## config.mk

```make
export PLATFORM = sky130hd
export DESIGN_NAME = soc_fifo_fwft_wide
export DESIGN_NICKNAME = d
export VERILOG_FILES = /design/src/rtl/soc_fifo_fwft_wide.sv
export SDC_FILE = /design/constraint.sdc
export NUM_CORES = 1
export LEC_CHECK = 0
export CORE_AREA = 2 2 201 203
export CTS_BUF_LIST = sky130_fd_sc_hd__clkbuf_4 sky130_fd_sc_hd__clkbuf_8 sky130_fd_sc_hd__clkbuf_16
export DETAILED_ROUTE_END_ITERATION = 12
export DIE_AREA = 0 0 203 205
export GPL_ROUTABILITY_DRIVEN = 1
export GPL_TIMING_DRIVEN = 0
export HOLD_SLACK_MARGIN = 0.15
export PLACE_DENSITY = 0.7
export SYNTH_ARGS = -nofsm -noshare
export SYNTH_HDL_FRONTEND = slang
export SYNTH_SLANG_ARGS = --single-unit
export TNS_END_PERCENT = 50
```

## constraint.sdc

```tcl
create_clock -name i_clk -period 4.6 [get_ports i_clk]
set_input_delay 0.69 -clock i_clk [delete_from_list [all_inputs] [get_ports i_clk]]
set_output_delay 0.69 -clock i_clk [all_outputs]
set_load 0.1 [all_outputs]
```

## src/rtl/soc_fifo_fwft_wide.sv

```systemverilog
// First-word-fall-through FIFO with a one-word write port and a read window of up to
// p_rd_words words. A single cycle can pop any number of words from 0 to p_rd_words.
module soc_fifo_fwft_wide #(
   parameter int unsigned p_data_width   = 8,
   parameter int unsigned p_fifo_depth   = 32,
   parameter int unsigned p_rd_words     = 4,
   parameter int unsigned p_almost_full  = 28,
   parameter int unsigned p_almost_empty = 2
) (
   input  logic                                 i_clk,
   input  logic                                 i_rst,
   input  logic                                 i_flush,
   input  logic                                 i_wr_en,
   input  logic [p_data_width-1:0]              i_wr_data,
   input  logic                                 i_rd_en,
   input  logic [$clog2(p_rd_words):0]          i_rd_cnt,
   output logic [p_data_width*p_rd_words-1:0]   o_rd_data,
   output logic [$clog2(p_fifo_depth):0]        o_level,
   output logic                                 o_empty,
   output logic                                 o_full,
   output logic                                 o_almost_empty,
   output logic                                 o_almost_full,
   output logic                                 o_overflow,
   output logic                                 o_underflow
);

   localparam int unsigned AW = $clog2(p_fifo_depth);
   localparam int unsigned LW = AW + 1;
   localparam int unsigned CW = $clog2(p_rd_words) + 1;

   logic [p_data_width-1:0] mem [p_fifo_depth];
   logic [LW-1:0]           rd_ptr;
   logic [LW-1:0]           wr_ptr;
   logic [LW-1:0]           level;
   logic                    rd_acc;
   logic                    wr_acc;

   assign level = wr_ptr - rd_ptr;

   // Pops are all-or-nothing against the level before this edge; a same-cycle write never helps.
   assign rd_acc = i_rd_en && (i_rd_cnt != '0) && (i_rd_cnt <= CW'(p_rd_words))
                   && (LW'(i_rd_cnt) <= level);
   assign wr_acc = i_wr_en && ((level != LW'(p_fifo_depth)) || rd_acc);

   always_ff @(posedge i_clk) begin
      if (i_rst || i_flush) begin
         rd_ptr      <= '0;
         wr_ptr      <= '0;
         o_overflow  <= 1'b0;
         o_underflow <= 1'b0;
      end else begin
         if (rd_acc) rd_ptr <= rd_ptr + LW'(i_rd_cnt);
         if (wr_acc) wr_ptr <= wr_ptr + LW'(1);
         o_overflow  <= i_wr_en && !wr_acc;
         o_underflow <= i_rd_en && (i_rd_cnt != '0) && !rd_acc;
      end
   end

   // When full, a write that coincides with a pop reuses the slot just vacated by the head.
   always_ff @(posedge i_clk) begin
      if (wr_acc && !i_rst && !i_flush) mem[wr_ptr[AW-1:0]] <= i_wr_data;
   end

   always_comb begin
      o_rd_data = '0;
      for (int unsigned k = 0; k < p_rd_words; k++) begin
         if (LW'(k) < level)
            o_rd_data[k*p_data_width +: p_data_width] = mem[rd_ptr[AW-1:0] + AW'(k)];
      end
   end

   assign o_level        = level;
   assign o_empty        = (level == '0);
   assign o_full         = (level == LW'(p_fifo_depth));
   assign o_almost_empty = (level <= LW'(p_almost_empty));
   assign o_almost_full  = (level >= LW'(p_almost_full));

endmodule

```

Yosys cells after proc, flatten, opt, wreduce, memory -nomap -nowiden
Memories as Yosys holds them, arrays and structs flattened. A register that Yosys moved wholly into a read port is not among the register bits.
Cells that the tools add are included.
{ "word_totals": {"inputBits": 16, "ramBits": 256, "wordCells": 45, "ff_bits": 14, "mem_count": 1} }
{ "classes": {"magnitude_cmp": 8, "muxes": 8, "eq_ne": 2, "reduce_logical": 16, "n_addsub": 6} }
{ "memory_table": {"columns": ["name", "depth", "width", "read_ports", "rd_clocked_by_memory_dff", "wr", "line", "source"], "rows": [
  ["mem", 32, 8, 4, 1, 1, "31", "logic [p_data_width-1:0] mem [p_fifo_depth];"]
]} }
{ "ops": {"columns": ["cell", "count"], "rows": [
  ["two-way mux 8 bit", 4],
  ["less-than comparator 1 x 6 -> 1 bit (first input constant)", 2],
  ["less-than comparator 2 x 6 -> 1 bit (first input constant)", 2],
  ["adder 5 x 2 -> 5 bit (second input constant)", 2],
  ["two-way mux 5 bit", 2],
  ["logical AND 1 bit", 8],
  ["adder 6 x 1 -> 6 bit (second input constant)", 1],
  ["adder 6 x 3 -> 6 bit", 1],
  ["equality test 6 bit (second input constant)", 1],
  ["greater-or-equal comparator 6 x 5 -> 1 bit (second input constant)", 1],
  ["less-or-equal comparator 3 x 6 -> 1 bit", 1],
  ["less-or-equal comparator 6 x 2 -> 1 bit (second input constant)", 1],
  ["logical NOT 6 bit", 1],
  ["!= test 6 bit (second input constant)", 1],
  ["subtractor 6 bit", 1],
  ["adder 5 x 1 -> 5 bit (second input constant)", 1],
  ["logical NOT 1 bit", 4],
  ["less-or-equal comparator 3 bit (second input constant)", 1],
  ["nonzero test 3 bit", 1],
  ["logical OR 1 bit", 2],
  ["two-way mux 1 bit", 2]
]} }

Logic depth before layout (Yosys ltp)
{ "depth": {"word_depth": 10, "ltp_mapped": 13} }

Worst setup path after synthesis
Ideal clock, no wire load.
{ "synth_timing": {"path_kind": "register to output", "start": "reg rd_ptr[1]", "end": "out o_almost_full", "arrival_ns": 7.008, "stages_incl_launch_ff": 8, "path_slack_ns": -3.098, "required_ns": 3.910, "n_path_buf": 2, "path_cell_list": "dfxtp_1 buf_2 buf_1 inv_1 fa_1 xor2_1 inv_1 o311ai_0"} }
{ "synth_via": {"elab_chain_len": 2} }
{ "synth_lines": {"columns": ["element", "line", "source"], "rows": [
  ["from (decl)", "32", "logic [LW-1:0] rd_ptr;"],
  ["from (signal assigned)", "52", "if (rd_acc) rd_ptr <= rd_ptr + LW'(i_rd_cnt);"],
  ["subtractor 6 bit", "38", "assign level = wr_ptr - rd_ptr;"],
  ["net o_level[2]", "18", "output logic [$clog2(p_fifo_depth):0] o_level,"],
  ["greater-or-equal comparator 6 x 5 -> 1 bit", "76", "assign o_almost_full = (level >= LW'(p_almost_full));"],
  ["to (decl)", "22", "output logic o_almost_full,"]
]} }
The timed path passes the listed nets, and every way through them passes these cells.

Worst setup path after layout
{ "layout_timing": {"start": "reg rd_ptr[0]", "end": "out o_rd_data[8]"} }
{ "layout_via": {"elab_chain_len": 3, "elab_cells_between_ends": 5, "cone_classes": "add/sub: 2; order compare: 1; mux: 1; memory: 1"} }
{ "layout_lines": {"columns": ["element", "line", "source"], "rows": [
  ["adder 5 x 1 -> 5 bit / subtractor 6 bit (equally long branches)", "68, 38", null],
  ["memory read (32 x 8 bit) / less-than comparator 1 x 6 -> 1 bit (equally long branches)", null, null],
  ["two-way mux 8 bit *", "67", "if (LW'(k) < level)"],
  ["to (decl)", "17", "output logic [p_data_width*p_rd_words-1:0] o_rd_data,"]
]} }
Mark *: on every way between the ends. The rest lies on a longest branch, timed or not.

==> results.sh <==
export IMPL_rows=73
export IMPL_finalPower_mw=7.21
export IMPL_via_count=12000
export IMPL_hold_ws_ns=0.506
export IMPL_dieArea_mm2=0.0416
export IMPL_fin_crit_sh=1.01
export IMPL_drc=0
export IMPL_drive_gt1_frac=0.499
export IMPL_fmax_mhz=216
export IMPL_diodes=0
export IMPL_wirelength_mm=60.1
export IMPL_synth_area_per_cell_um2=18.3
export IMPL_io_buffers=58
export IMPL_gp_congestion=0.971
export IMPL_finClkSkew_ns=0.0123
export IMPL_core_area_mm2=0.0394
export IMPL_ys_flop_type="edfxtp_1"
export IMPL_violations="setup timing"
export IMPL_clk_path_buf_depth=3
export IMPL_outcome="complete, but fails checks"
export IMPL_grt_overflow=0
export IMPL_rsz0062_at_grt="true"
export IMPL_dpl_hpwl_mm=40.7
export IMPL_clock_latency_ns=0.58
export IMPL_hold_buffers=0
export IMPL_min_from="wr_ptr[5]$_SDFFE_PP0P_"
export IMPL_slowest_stage="mux4_2"
export IMPL_drtPass1Iterations=6
export IMPL_worst_path_max_fanout=10
export IMPL_maxCapViolations=0
export IMPL_worstHoldEndpoint="wr_ptr[5]$_SDFFE_PP0P_"
export IMPL_area_growth_pct=16.7
export IMPL_initial_utilization=0.447
export IMPL_yosysSeqAreaShare=0.459
export IMPL_drt_initial_drc_count=1972
export IMPL_required_ns=3.91
export IMPL_cts_root_buffer="clkbuf_16"
export IMPL_fillers=3103
export IMPL_cts_tree="yes"
export IMPL_syn_cell_area_mm2=0.0176
export IMPL_grt_pass1_wl_mm=84.3
export IMPL_max_slew_margin_rel=0.0412
export IMPL_multi_input_area_mm2=0.00924
export IMPL_htree_levels=1
export IMPL_cts_sinks=275
export IMPL_rr_worst_depth=9
export IMPL_power_leakage_nw=6.36
export IMPL_min_path_cells=2
export IMPL_p_per_area_mw_per_mm2=351
export IMPL_hp_class="reg -> reg"
export IMPL_path_common_cell="buf_12"
export IMPL_seq_area_mm2=0.00808
export IMPL_slowest_delay_ns=0.54
export IMPL_fp_dieW_um=203
export IMPL_wire_per_inst_um=37.3
export IMPL_netlist_instances=960
export IMPL_nNetsFinal=1100
export IMPL_crit_type="reg -> out"
export IMPL_slew_viol_final=0
export IMPL_crit_chain="buf_8, buf_12, buf_12, inv_1, ha_4, buf_12, buf_6, mux4_2, mux4_2, mux2i_4, nor2_1, buf_4"
export IMPL_final_hold_violation_count=0
export IMPL_fin_crit_ns=4.63
export IMPL_die_y_um=205
export IMPL_synth_async_reset_ratio=0
export IMPL_ys_warn_count=0
export IMPL_rrSetupSlack_ns=0.40
export IMPL_setup_ws_ns=-0.0344
export IMPL_cp_end_kind="output pin"
export IMPL_layout_cells_non_filler=1612
export IMPL_syn_nets=997
export IMPL_setup_viol=4
export IMPL_worst_pin_slew_ns=1.43
export IMPL_worstReg2RegStart="rd_ptr[2]$_SDFFE_PP0N_"
export IMPL_synth_edf_count=256
export IMPL_critical_path_startpoint_type="flip-flop"
export IMPL_ant_nets=0
export IMPL_dpl_cell_count=1545
export IMPL_grt_pass1_vias=11500
export IMPL_synth_cell_types=50
export IMPL_r2r_end="mem[9][3]$_DFFE_PP_"
export IMPL_viasPerCell=7.43
export IMPL_synth_seq_cells=275
export IMPL_antenna_found_initial=0
export IMPL_grt_max_degree=33
export IMPL_path_clk_slew_ns=0.06
export IMPL_post_place_ws_ns=-1.83
export IMPL_globalRouteTotalUtil=0.292
export IMPL_critPathArrivalTime_ns=3.94
export IMPL_io_pins=60
export IMPL_ir_drop_v=0.000377
export IMPL_cts_buffers_inserted=31
-- cells in the mapped netlist (8+ instances only) --
cell / number / share of area
clkbuf_1: 23 / 0.0049
dfxtp_1: 19 / 0.022
ha_1: 19 / 0.014
mux4_1: 8 / 0.012
nand3_1: 10 / 0.0028
mux4_2: 305 / 0.39
buf_4: 9 / 0.0038
inv_1: 21 / 0.0045
edfxtp_1: 256 / 0.44
mux2i_1: 42 / 0.024
nor2_1: 74 / 0.016
a211oi_1: 14 / 0.0060
buf_6: 10 / 0.0064
xnor2_1: 9 / 0.0045
a21oi_1: 18 / 0.0051
nor2b_1: 9 / 0.0032
nand2_1: 20 / 0.0043
buf_2: 27 / 0.0077
buf_1: 8 / 0.0017
or3_1: 8 / 0.0028
-- stage by stage --
step,setup TNS [ns],util,area (µm²)
2_1_floorplan,-0.00823,-,17700
3_3_place_gp,-30.96,0.481,18900
3_5_place_dp,-31.58,0.482,19000
4_1_cts,0,0.519,20500
5_1_grt,-0.136,0.521,20500
6_report,-0.0615,0.521,20500
-- critical path: cells and delay by family (launching register included) --
family | cells | cell delay (ns)
multiplexers | 3 | 1.33
flip-flops | 1 | 0.42
buffers and inverters | 7 | 1.24
AND/OR/NAND/NOR | 1 | 0.07
adder cells (fa/ha/maj) | 1 | 0.29
-- power by group --
group          leakage [nW]  total (mW)  switching, mW  internal [mW]
combinational          3.35        1.80           1.22          0.574
sequential             2.46        2.75        0.00812           2.74
clock                 0.559        2.66           1.05           1.61
total                  6.36        7.21           2.28           4.93
-- timing repair --
item                                   4_1_cts  5_1_grt
endpoints found under the hold margin        0        0
setup buffers                               10        2
setup endpoints to repair                   39       36
pin swaps                                    4        1
gates cloned                                 0        0
gates resized for setup                    234       38
-- flip-flops by register name (all words and copies together) (netlist names), named ones only --
signal       count
mem            256
o_overflow       1
o_underflow      1
rd_ptr           6
wr_ptr           6
-- layer usage --
| layer | GRT usage | up-vias | wire length [µm] |
|---|---|---|---|
| met1 | 0.383 | 6106 | 21000 |
| met5 | 0.0131 | - | 73 |
| met2 | 0.431 | 1229 | 26700 |
| met3 | 0.0970 | 210 | 8740 |
| met4 | 0.161 | 2 | 3650 |
| li1 | - | 4425 | - |
-- kinds of logic after synthesis --
kind of cell               count (synthesis)  share of synthesized area
muxes                                    355                      0.426
DFF                                      275                      0.459
and+or+nand+nor                          138                     0.0362
buffers and inverters                    101                     0.0298
AOI/OAI and AO/OA                         57                     0.0260
adders and majority gates                 21                     0.0158
xor gates and xnor gates                  13                    0.00690
-- cell type report --
class,count,area share
clock inverter,12,0.00701
sequential,275,0.393
clock buffer,45,0.0467
buffer,77,0.0333
multi-input combinational,584,0.450
inverter,22,0.00421
tap,525,0.0320
timing repair buffer,72,0.0332
-- cells in the final DEF (no fill, tap or decap), types with 7 or more instances in the layout --
cell type	Yosys	routed
a211oi_1	14	14
a21oi_1	18	17
buf_12	0	10
buf_2	27	23
buf_4	9	25
buf_6	10	15
clkbuf_1	23	15
clkbuf_16	0	37
clkbuf_4	0	18
clkbuf_8	0	7
clkdlybuf4s15_2	0	11
clkdlybuf4s50_1	0	20
dfxtp_1	19	17
edfxtp_1	256	256
ha_1	19	17
inv_1	21	20
mux2i_1	42	37
mux4_2	305	308
nand2_1	20	20
nand3_1	10	10
nor2_1	74	45
nor2_2	1	27
nor2b_1	9	9
or3_1	8	8
xnor2_2	1	7
-- how the worst max path moves through the flow --
stage	from	endpoint	slack [ns]	depth (start not counted)
after floorplan	rd_ptr[1]$_SDFFE_PP0N_	o_almost_full	-0.008	7
after global placement	rd_ptr[0]$_SDFFE_PP0N_	o_rd_data[24]	-1.84	14
after detailed placement	rd_ptr[0]$_SDFFE_PP0N_	o_rd_data[24]	-1.83	14
after CTS	rd_ptr[0]$_SDFFE_PP0N_	o_rd_data[25]	0.02	13
after global routing	rd_ptr[0]$_SDFFE_PP0N_	o_rd_data[8]	-0.04	12
final	rd_ptr[0]$_SDFFE_PP0N_	o_rd_data[8]	-0.03	12
(Power assumes the default switching activity.)
